## config.mk

```make
export PLATFORM = sky130hd
export DESIGN_NAME = bitwise_logic_pipe
export DESIGN_NICKNAME = d
export VERILOG_FILES = /design/src/rtl/bitwise_logic_pipe.sv
export SDC_FILE = /design/constraint.sdc
export NUM_CORES = 1
export LEC_CHECK = 0
export ABC_AREA = 0
export ABC_CLOCK_PERIOD_IN_PS = 2400
export BUFFER_PORTS_ARGS = -buffer_cell sky130_fd_sc_hd__buf_4
export CORE_ASPECT_RATIO = 0.5
export CORE_MARGIN = 2
export CORE_UTILIZATION = 30
export DETAILED_ROUTE_END_ITERATION = 6
export PLACE_DENSITY = 0.56
export REMOVE_ABC_BUFFERS = 1
export SKIP_LAST_GASP = 1
export SLEW_MARGIN = 20
export SYNTH_ARGS = -nofsm -noshare
export SYNTH_HDL_FRONTEND = slang
export SYNTH_SLANG_ARGS = --single-unit
```

## constraint.sdc

```tcl
create_clock -name clk -period 2.4 [get_ports clk]
set_clock_uncertainty 0.2 [all_clocks]
set_input_delay 0 -clock clk [delete_from_list [all_inputs] [get_ports clk]]
set_output_delay 0 -clock clk [all_outputs]
set_load 0.02 [all_outputs]
```

## src/rtl/bitwise_logic_pipe.sv

```systemverilog
// bitwise_logic_pipe
//   Two-stage valid/ready pipeline that applies a bitwise operation to two
//   WIDTH-bit operands. It also keeps a running XOR accumulator for the ACC op.
//
//   Stage S1 holds the accepted operands and op. For ACC, S1 holds the updated
//   accumulator value instead. Stage S2 holds the registered result and flags.
//
// Ports
//   clk        : clock; all state updates on the rising edge
//   rst_n      : asynchronous active-low reset
//   a, b       : operands (WIDTH bits)
//   op         : operation select
//                000 AND, 001 OR, 010 XOR, 011 NAND,
//                100 NOR, 101 XNOR, 110 ANDN (a & ~b), 111 ACC
//   in_valid   : upstream presents a, b and op
//   in_ready   : the block accepts the input this cycle
//   acc_clr    : synchronous accumulator clear
//   result     : operation result (registered, S2)
//   out_zero   : result == 0
//   out_parity : XOR-reduction of result
//   out_valid  : result and flags are valid
//   out_ready  : downstream accepts the output
module bitwise_logic_pipe #(
  parameter int unsigned WIDTH = 4
) (
  input  logic             clk,
  input  logic             rst_n,
  input  logic [WIDTH-1:0] a,
  input  logic [WIDTH-1:0] b,
  input  logic [2:0]       op,
  input  logic             in_valid,
  output logic             in_ready,
  input  logic             acc_clr,
  output logic [WIDTH-1:0] result,
  output logic             out_zero,
  output logic             out_parity,
  output logic             out_valid,
  input  logic             out_ready
);

  if (WIDTH < 1 || WIDTH > 64) begin : g_width_check
    $error("bitwise_logic_pipe: WIDTH must be in 1..64");
  end

  typedef enum logic [2:0] {
    OP_AND  = 3'b000,
    OP_OR   = 3'b001,
    OP_XOR  = 3'b010,
    OP_NAND = 3'b011,
    OP_NOR  = 3'b100,
    OP_XNOR = 3'b101,
    OP_ANDN = 3'b110,
    OP_ACC  = 3'b111
  } op_e;

  // Stage S1
  logic             s1_valid;
  logic [WIDTH-1:0] s1_a;
  logic [WIDTH-1:0] s1_b;
  op_e              s1_op;
  logic [WIDTH-1:0] s1_accv;

  // Accumulator
  logic [WIDTH-1:0] acc;
  logic [WIDTH-1:0] acc_base;
  logic [WIDTH-1:0] acc_upd;

  // Handshake
  logic             s2_adv;
  logic             in_xfer;
  logic             acc_xfer;

  // S1 -> S2 combinational result
  logic [WIDTH-1:0] s1_res;

  assign s2_adv   = !out_valid || out_ready;
  // Gating with rst_n keeps in_ready low for the whole reset period.
  assign in_ready = rst_n && (!s1_valid || s2_adv);
  assign in_xfer  = in_valid && in_ready;
  assign acc_xfer = in_xfer && (op_e'(op) == OP_ACC);

  // The clear is applied before the ACC update in the same cycle.
  assign acc_base = acc_clr ? '0 : acc;
  assign acc_upd  = acc_base ^ a ^ b;

  // The accumulator is updated when the ACC transaction is accepted.
  // S1 therefore carries the post-update value, and later acc_clr pulses
  // cannot reach a transaction that is already in flight.
  always_ff @(posedge clk or negedge rst_n) begin
    if (!rst_n) begin
      acc <= '0;
    end else if (acc_xfer) begin
      acc <= acc_upd;
    end else if (acc_clr) begin
      acc <= '0;
    end
  end

  always_ff @(posedge clk or negedge rst_n) begin
    if (!rst_n) begin
      s1_valid <= 1'b0;
      s1_a     <= '0;
      s1_b     <= '0;
      s1_op    <= OP_AND;
      s1_accv  <= '0;
    end else if (in_xfer) begin
      s1_valid <= 1'b1;
      s1_a     <= a;
      s1_b     <= b;
      s1_op    <= op_e'(op);
      s1_accv  <= acc_upd;
    end else if (s2_adv) begin
      s1_valid <= 1'b0;
    end
  end

  always_comb begin
    s1_res = '0;
    unique case (s1_op)
      OP_AND:  s1_res = s1_a & s1_b;
      OP_OR:   s1_res = s1_a | s1_b;
      OP_XOR:  s1_res = s1_a ^ s1_b;
      OP_NAND: s1_res = ~(s1_a & s1_b);
      OP_NOR:  s1_res = ~(s1_a | s1_b);
      OP_XNOR: s1_res = ~(s1_a ^ s1_b);
      OP_ANDN: s1_res = s1_a & ~s1_b;
      OP_ACC:  s1_res = s1_accv;
      default: s1_res = '0;
    endcase
  end

  // Stage S2: result and flags are registered together, so they always
  // line up with out_valid.
  always_ff @(posedge clk or negedge rst_n) begin
    if (!rst_n) begin
      out_valid  <= 1'b0;
      result     <= '0;
      out_zero   <= 1'b0;
      out_parity <= 1'b0;
    end else if (s2_adv) begin
      out_valid <= s1_valid;
      if (s1_valid) begin
        result     <= s1_res;
        out_zero   <= (s1_res == '0);
        out_parity <= ^s1_res;
      end
    end
  end

endmodule

```

==> results.md, run 1 <==
* Post-synthesis cell count at 161
* Most frequent cells in the layout: 26 x buf_4, 25 x dfrtp_1, 15 x dlygate4sd3_1, 13 x mux2_2, 13 x xnor2_1
* RePlAce Congestion at 0.789
* Setup CP Type: flip-flop to flip-flop
* Fin crit period at 2.28 ns
* Total Nets Final at between 200 and 250
* P_leak at 0.951 nW
* Die X at roughly 110 microns
* Worst-Margin Slew at roughly 0.42 ns
* Clk sinks at 27
* Max Clk Rate at roughly 440 MHz
* CTS Buffer Depth at 2
* Initial antenna violation count at 0
* Final Hold Vio Count at 0
* Sw Ratio at between 30 and 40%
* Overflow after GRT at 0
* CP endpoint kind: flip-flop
* Share of cells above drive strength 1 at 28.1%
* Clock Latency Late Sink at about 0.29 ns
* Internal at 0.979 mW
* Final period utilization at 95.1%
* Mapped Area at 0.00168 sq mm
* Die Height at 56.9 microns
* Outcome: finished clean
* Initial Util at 30.8%
* Antenna diode count at 0
* Top_reg_cell synth: dfrtp_1
* DR iter-0 viols at 20
* Port Buffer Count at 23
* Via count at 1,224
* Commonest non-fill, non-tap cell in the layout: buf_4
* Worst stage delay on the critical path at between 0.3 and 0.4 ns
* CTS tree: yes
* DIE AREA at 0.00624 sq mm
* GRT Overall Usage at a little under an eighth
* Final ANT Viol Nets at 0
* FILL cells at 533
* Max FO, Critical Path at 3
* Register area share after synthesis at 40.3%
* Num rows at 19
* NetSw at 0.545 mW
* Routed WL at around 3400 microns
* Total Power at 1.52 mW
* WL per Instance at 12.3 microns
* Seq pwr share at a little over two fifths
* CP cell instances: inv_1, ha_1, nor2b_1, a2111oi_2, o32ai_2, ha_1, xnor2_1, o21ai_0
* Clock power share at 18.7%
* Core outline area at 0.00544 sq mm
* Power Dens Cells at 711 mW/mm^2
* H-tree depth at 1
* DR vias/cell at 4.50
* Startpoint type of the worst setup path: flip-flop
* Post-synth EDFFs at 0
* DR pass1 iterations at 4
* Largest net degree at the start of global routing at 29
* P&R area growth vs syn at 27.7%
* Worst endpoint required time at about 2.4 ns
* CTS buffer count at 3
* Final setup vio count at 0
* Comb pwr share at 39.5%
* DP HPWL at 2350 microns
* Slew margin rel. at 72.1%
* Syn_area_per_cell at 10.4 sq um
* Yosys cell types at 37
* Post-route DRC at 0
* Maximum vdd drop at 0.258 mV
* Final Cell Area at roughly 0.0021 sq mm
* FFs w/ async S/R, synth at 100%
* Slowest-stage cell, CP: dfrtp_1
* Hold Slack at 0.0846 ns
* Crit-path most repeated cell: ha_1
* Synthesis Warnings at 0
* First-pass GRT wire length at approximately 5600 microns
* Vias in the first global route at 1,174
* Clock root buffer: clkbuf_8
* Clock transition at path regs at between 0.1 and 0.15 ns
* Fin util at 39.3%
* WP data arrival at 2.24 ns
* Maxcap violations at 0
* I/O pin total at 24
* Worst min path class: primary input to async pin
* #FFs+latches synth at 27
* Placed cell area at 0.00190 sq mm
* Max Slew Vio Count at 0
-- synthesized netlist by cell type (all sizes together) (2+ instances only) --
| master | n | area, sq um |
|---|---|---|
| nor3b | 4 | 40.0 |
| nand3 | 3 | 15.0 |
| inv | 12 | 45.0 |
| ha | 14 | 175 |
| dfrtp | 27 | 676 |
| o21ai | 11 | 55.1 |
| a2111oi | 2 | 17.5 |
| nand2b | 6 | 37.5 |
| a21oi | 2 | 10.0 |
| mux2i | 2 | 20.0 |
| buf | 7 | 60.1 |
| mux2 | 13 | 146 |
| nor3 | 4 | 20.0 |
| nor2 | 7 | 26.3 |
| xnor2 | 13 | 114 |
| or2 | 2 | 12.5 |
| nand2 | 12 | 45.0 |
| o31ai | 2 | 20.0 |
| nor2b | 4 | 25.0 |
-- logic make-up after synthesis --
| group | synth area share (%) |
|---|---|
| DFF | 40.3 |
| buffers and inverters | 6.26 |
| AOI/OAI and AO/OA | 10.7 |
| adders and majority gates | 10.4 |
| xor gates and xnor gates | 6.79 |
| and+or+nand+nor | 15.7 |
| muxes | 9.92 |
-- metrics by stage --
stage,instances,setup TNS [ns],setup slack (ns)
after floorplan,154,0,0.176
after global placement,252,0,0.0873
after detailed placement,252,0,0.0438
after CTS,271,0,0.0290
after global routing,272,-0.0220,-0.0220
final,272,0,0.116
-- metal layers --
metal	track usage, %	share of wire, %
met1	15.1	50
met2	19.0	47
met3	2.67	2.5
met4	2.17	0.51
met5	0	0
-- power groups by stage --
stage	sequential (mW)	combinational [mW]	clock, mW
global placement	0.640	0.553	0
detailed placement	0.646	0.556	0
floorplan	0.677	0.332	0
global route	0.654	0.672	0.320
CTS	0.636	0.579	0.295
finish	0.637	0.602	0.284
-- timing repair --
action / in CTS / in global routing
resized for setup: 0 / 11
setup endpoints to repair: 0 / 2
endpoints found under the hold margin: 48 / 0
hold buffers: 15 / 0
buffers inserted: 0 / 1
-- flip-flops by register name (all words and copies together), names as in the netlist --
register,flops
s1_accv,4
s1_op,3
s1_valid,1
result,4
out_parity,1
acc,4
s1_b,4
out_valid,1
out_zero,1
s1_a,4
-- final cells by class --
| cell class | instances | area [sq um] | share of cell area [%] |
|---|---|---|---|
| clock inverters | 1 | 8.76 | 0.409 |
| repair buffers | 41 | 345 | 16.1 |
| multi-input cells | 115 | 932 | 43.5 |
| flip-flops and latches | 27 | 678 | 31.7 |
| clock buffers | 3 | 41.3 | 1.93 |
| well taps | 73 | 91.3 | 4.26 |
| inverters | 12 | 45.0 | 2.10 |
-- critical path: cells and delay by family (launching register included) --
kind,cells,cell delay [ns]
fa+ha+maj,2,0.60
buf+inv,1,0.07
xor+xnor,1,0.14
compound gates,3,0.61
simple gates,1,0.15
flops,1,0.39
-- path summary, 6_finish.rpt --
kind / start / end / slack, ns / depth (start not counted)
hold / removal: rst_n / s1_a[1]$_DFFE_PN0P_ / 0.08 / 3
setup reg to reg: s1_b[3]$_DFFE_PN0P_ / out_parity$_DFFE_PN0P_ / 0.12 / 8
min in group clk: out_zero$_DFFE_PN0P_ / out_zero$_DFFE_PN0P_ / 0.29 / 2
hold reg to reg: out_zero$_DFFE_PN0P_ / out_zero$_DFFE_PN0P_ / 0.29 / 2
setup / recovery: s1_b[3]$_DFFE_PN0P_ / out_parity$_DFFE_PN0P_ / 0.12 / 8
max in group asynchronous: rst_n / s1_op[0]$_DFFE_PN0P_ / 1.63 / 3
Note: power is estimated with default switching activity, not from simulation.
==> run 2, diff against run 1 <==
--- a/config.mk
+++ b/config.mk
@@ -6,7 +6,7 @@
 export NUM_CORES = 1
 export LEC_CHECK = 0
 export ABC_AREA = 0
-export ABC_CLOCK_PERIOD_IN_PS = 2400
+export ABC_CLOCK_PERIOD_IN_PS = 2200
 export BUFFER_PORTS_ARGS = -buffer_cell sky130_fd_sc_hd__buf_4
 export CORE_ASPECT_RATIO = 0.5
 export CORE_MARGIN = 2
==> constraint.sdc (replaced) <==
create_clock -name clk -period 2.2 [get_ports clk]
set_clock_uncertainty 0.2 [all_clocks]
set_input_delay 0 -clock clk [delete_from_list [all_inputs] [get_ports clk]]
set_output_delay 0 -clock clk [all_outputs]
set_load 0.02 [all_outputs]
==> run 2 against run 1 <==
Net effect:
- the flow now finishes with violations (setup timing)
- cell area is 9.6% higher
- hold slack got worse by 0.084 ns
- critical path depth increased by 2
- flip-flop and latch count stayed put
- power is 24% higher
- worst setup slack worse by 0.16 ns
- sequential power rose by 8.6%
- wire length grew 8.3%
- sequential share of layout area shrank 2.7 points
- clock power up 4%
- die area is the same
- combinational power increased by 50%
==> results.md, run 2 (synthesis gave the netlist of run 1 again) <==
* Num rows at 19 (unchanged)
* Met3 wire len at 131 microns (+58%)
* Final ANT Viol Nets at 0 (unchanged)
* RR Startpoint: s1_b[0]$_DFFE_PN0P_
* Slew margin rel. at 75.9% (+3.9 points)
* Initial Util at 30.8% (unchanged)
* Total Nets Final at 249 (+8.3%)
* Final std cells w/o fill at 291 (+7.0%)
* I/O pin total at 24 (unchanged)
* RSZ-0062 raised after global routing: true
* Via count at 1,332 (+8.8%)
* Worst hold endpoint: s1_valid$_DFFE_PN0P_
* Power Dens Cells at 804 mW/mm^2 (+13%)
* Maximum vdd drop at 0.350 mV (+36%)
* Clock Latency Late Sink at 0.27 ns (-0.02 ns)
* DP Worst Slack at -0.138 ns (-0.182 ns)
* P_leak at 1.05 nW (+11%)
* Max FO, Critical Path at 3 (unchanged)
* Depth of the worst register-to-register path at 10 (+2)
* Startpoint type of the worst setup path: flip-flop
* FILL cells at 518 (-2.8%)
* Hold depth at 4
* Die X at 110 microns (unchanged)
* WL per Instance at 12.5 microns (+1.3%)
* Antenna diode count at 0 (unchanged)
* Top sig layer: met4
* Worst endpoint required time at 2.16 ns (-0.20 ns)
* DIE AREA at 0.00624 sq mm (unchanged)
* Met2 WL at 1780 microns (+13%)
* RePlAce Congestion at 0.734 (-7.0%)
* Final worst slack at -0.0484 ns (-0.165 ns)
* R2R Path End: out_parity$_DFFE_PN0P_
* P&R area growth vs syn at 40.0%
* Clock root buffer: clkbuf_8
* CTS Buffer Depth at 2 (unchanged)
* Core outline area at 0.00544 sq mm (unchanged)
* Placed Cells at 266 (+5.6%)
* Routed WL at 3640 microns (+8.3%)
* Fin crit period at 2.25 ns (-0.0352 ns)
* Commonest non-fill, non-tap cell in the layout: buf_4
* Die Height at 56.9 microns (unchanged)
* M1 wire length at 1720 microns (+2.3%)
* Hold Slack at 0.000892 ns (-0.0837 ns)
* Reg2reg setup slack at -0.05 ns (-0.16 ns)
* Share of cells above drive strength 1 at 39.0% (+11 points)
* DR vias/cell at 4.58 (+1.7%)
* Clock transition at path regs at 0.10 ns (about the same)
* CTS tree: yes
* First-pass GRT wire length at 6500 microns (+17%)
* Violated checks: setup timing
* Register Area at 681 sq um (+0.37%)
* Hold wc startpoint: in_valid
* Most frequent cells in the layout: 45 x buf_4, 25 x dfrtp_1, 14 x dlygate4sd3_1
* Overflow after GRT at 0 (unchanged)
* Max Slew Vio Count at 0 (unchanged)
* Maxcap violations at 0 (unchanged)
* Vias in the first global route at 1,401 (+19%)
* Multi-input combinational cell area at 993 sq um (+6.6%)
* Worst-Margin Slew at 0.360 ns (-0.0589 ns)
* H-tree depth at 1 (unchanged)
* DP HPWL at 2590 microns (+10%)
* DR iter-0 viols at 45 (+130%)
* Port Buffer Count at 23 (unchanged)
* GRT Overall Usage at 13.0% (+1.7 points)
* Initial antenna violation count at 0 (unchanged)
* Final Hold Vio Count at 0 (unchanged)
* Final setup vio count at 1 (+1)
* Clk sinks at 27 (unchanged)
* Total Power at 1.89 mW (+24%)
* Post-route DRC at 0 (unchanged)
* DR pass1 iterations at 4 (unchanged)
* Max Clk Rate at 445 MHz (+1.6%)
* Final period utilization at 102% (+7.1 points)
* CTS buffer count at 3 (unchanged)
* Largest net degree at the start of global routing at 29 (unchanged)
* Worst min path class: primary input to flip-flop
* Setup CP Type: flip-flop to flip-flop
* CP endpoint kind: flip-flop
* Outcome: finished, violations left
* WP data arrival at 2.21 ns (-0.03 ns)
[run 2: cell types whose count changed in the layout (fill, tap and decap cells not counted), sizes merged]
| cell | before | now |
|---|---|---|
| inv | 13 | 12 |
| buf | 26 | 46 |
| clkinvlp | 0 | 1 |
| dlygate4sd3 | 15 | 14 |
[run 2: per-layer routing]
metal	global-route usage [%]	vias up
met5	0	-
met4	1.63	0
met3	2.44	2
met2	23.5	20
met1	16.5	645
li1	-	665
[run 2: cell type report]
class                           count  area share (%)
Timing Repair Buffer               60            20.8
Multi-Input combinational cell    115            42.3
Sequential cell                    27            29.0
Clock inverter                      1           0.320
Clock buffer                        3            1.76
Tap cell                           73            3.89
Inverter                           12            1.92
[run 2: timing repair]
item / CTS / global route
hold buffers: 14 / 0
resized for setup: 17 / 8
endpoints found under the setup margin: 1 / 2
pin swaps: 11 / 6
buffers inserted: 6 / 1
endpoints found under the hold margin: 48 / 0
[run 2: where the power goes]
group          total [mW]  switching [mW]  internal, mW
clock               0.295           0.166         0.129
sequential          0.692          0.0957         0.597
combinational       0.901           0.396         0.505
[run 2: worst max-delay path, cell delays in order (launching register included)]
cell and delay (ns):
dfrtp_1 0.42, inv_2 0.07, buf_4 0.13, ha_2 0.16, mux2_4 0.27, a21oi_2 0.12, o221a_1 0.20, or2_1 0.11
ha_1 0.25, xnor2_2 0.15, o21ai_1 0.06
[run 2: through the flow]
| stage | utilization (%) | instance area, sq um | setup TNS (ns) |
|---|---|---|---|
| floorplan | - | 1620 | -0.0239 |
| global placement | 36.8 | 2000 | -0.0783 |
| detailed placement | 36.8 | 2000 | -0.138 |
| CTS | 42.2 | 2290 | -0.000964 |
| global route | 43.1 | 2350 | -0.202 |
| finish | 43.1 | 2350 | -0.0484 |
[run 2: worst max path at each step]
| stage | start | end | slack, ns | cells after the start |
|---|---|---|---|---|
| 6_report | s1_b[0]$_DFFE_PN0P_ | out_parity$_DFFE_PN0P_ | -0.05 | 10 |
| 5_1_grt | s1_b[2]$_DFFE_PN0P_ | out_parity$_DFFE_PN0P_ | -0.15 | 9 |
| 4_1_cts | s1_b[2]$_DFFE_PN0P_ | out_parity$_DFFE_PN0P_ | -0.001 | 8 |
| 2_1_floorplan | s1_a[0]$_DFFE_PN0P_ | out_parity$_DFFE_PN0P_ | -0.02 | 9 |
| 3_3_place_gp | s1_a[0]$_DFFE_PN0P_ | out_parity$_DFFE_PN0P_ | -0.08 | 9 |
| 3_5_place_dp | s1_a[0]$_DFFE_PN0P_ | out_parity$_DFFE_PN0P_ | -0.14 | 9 |
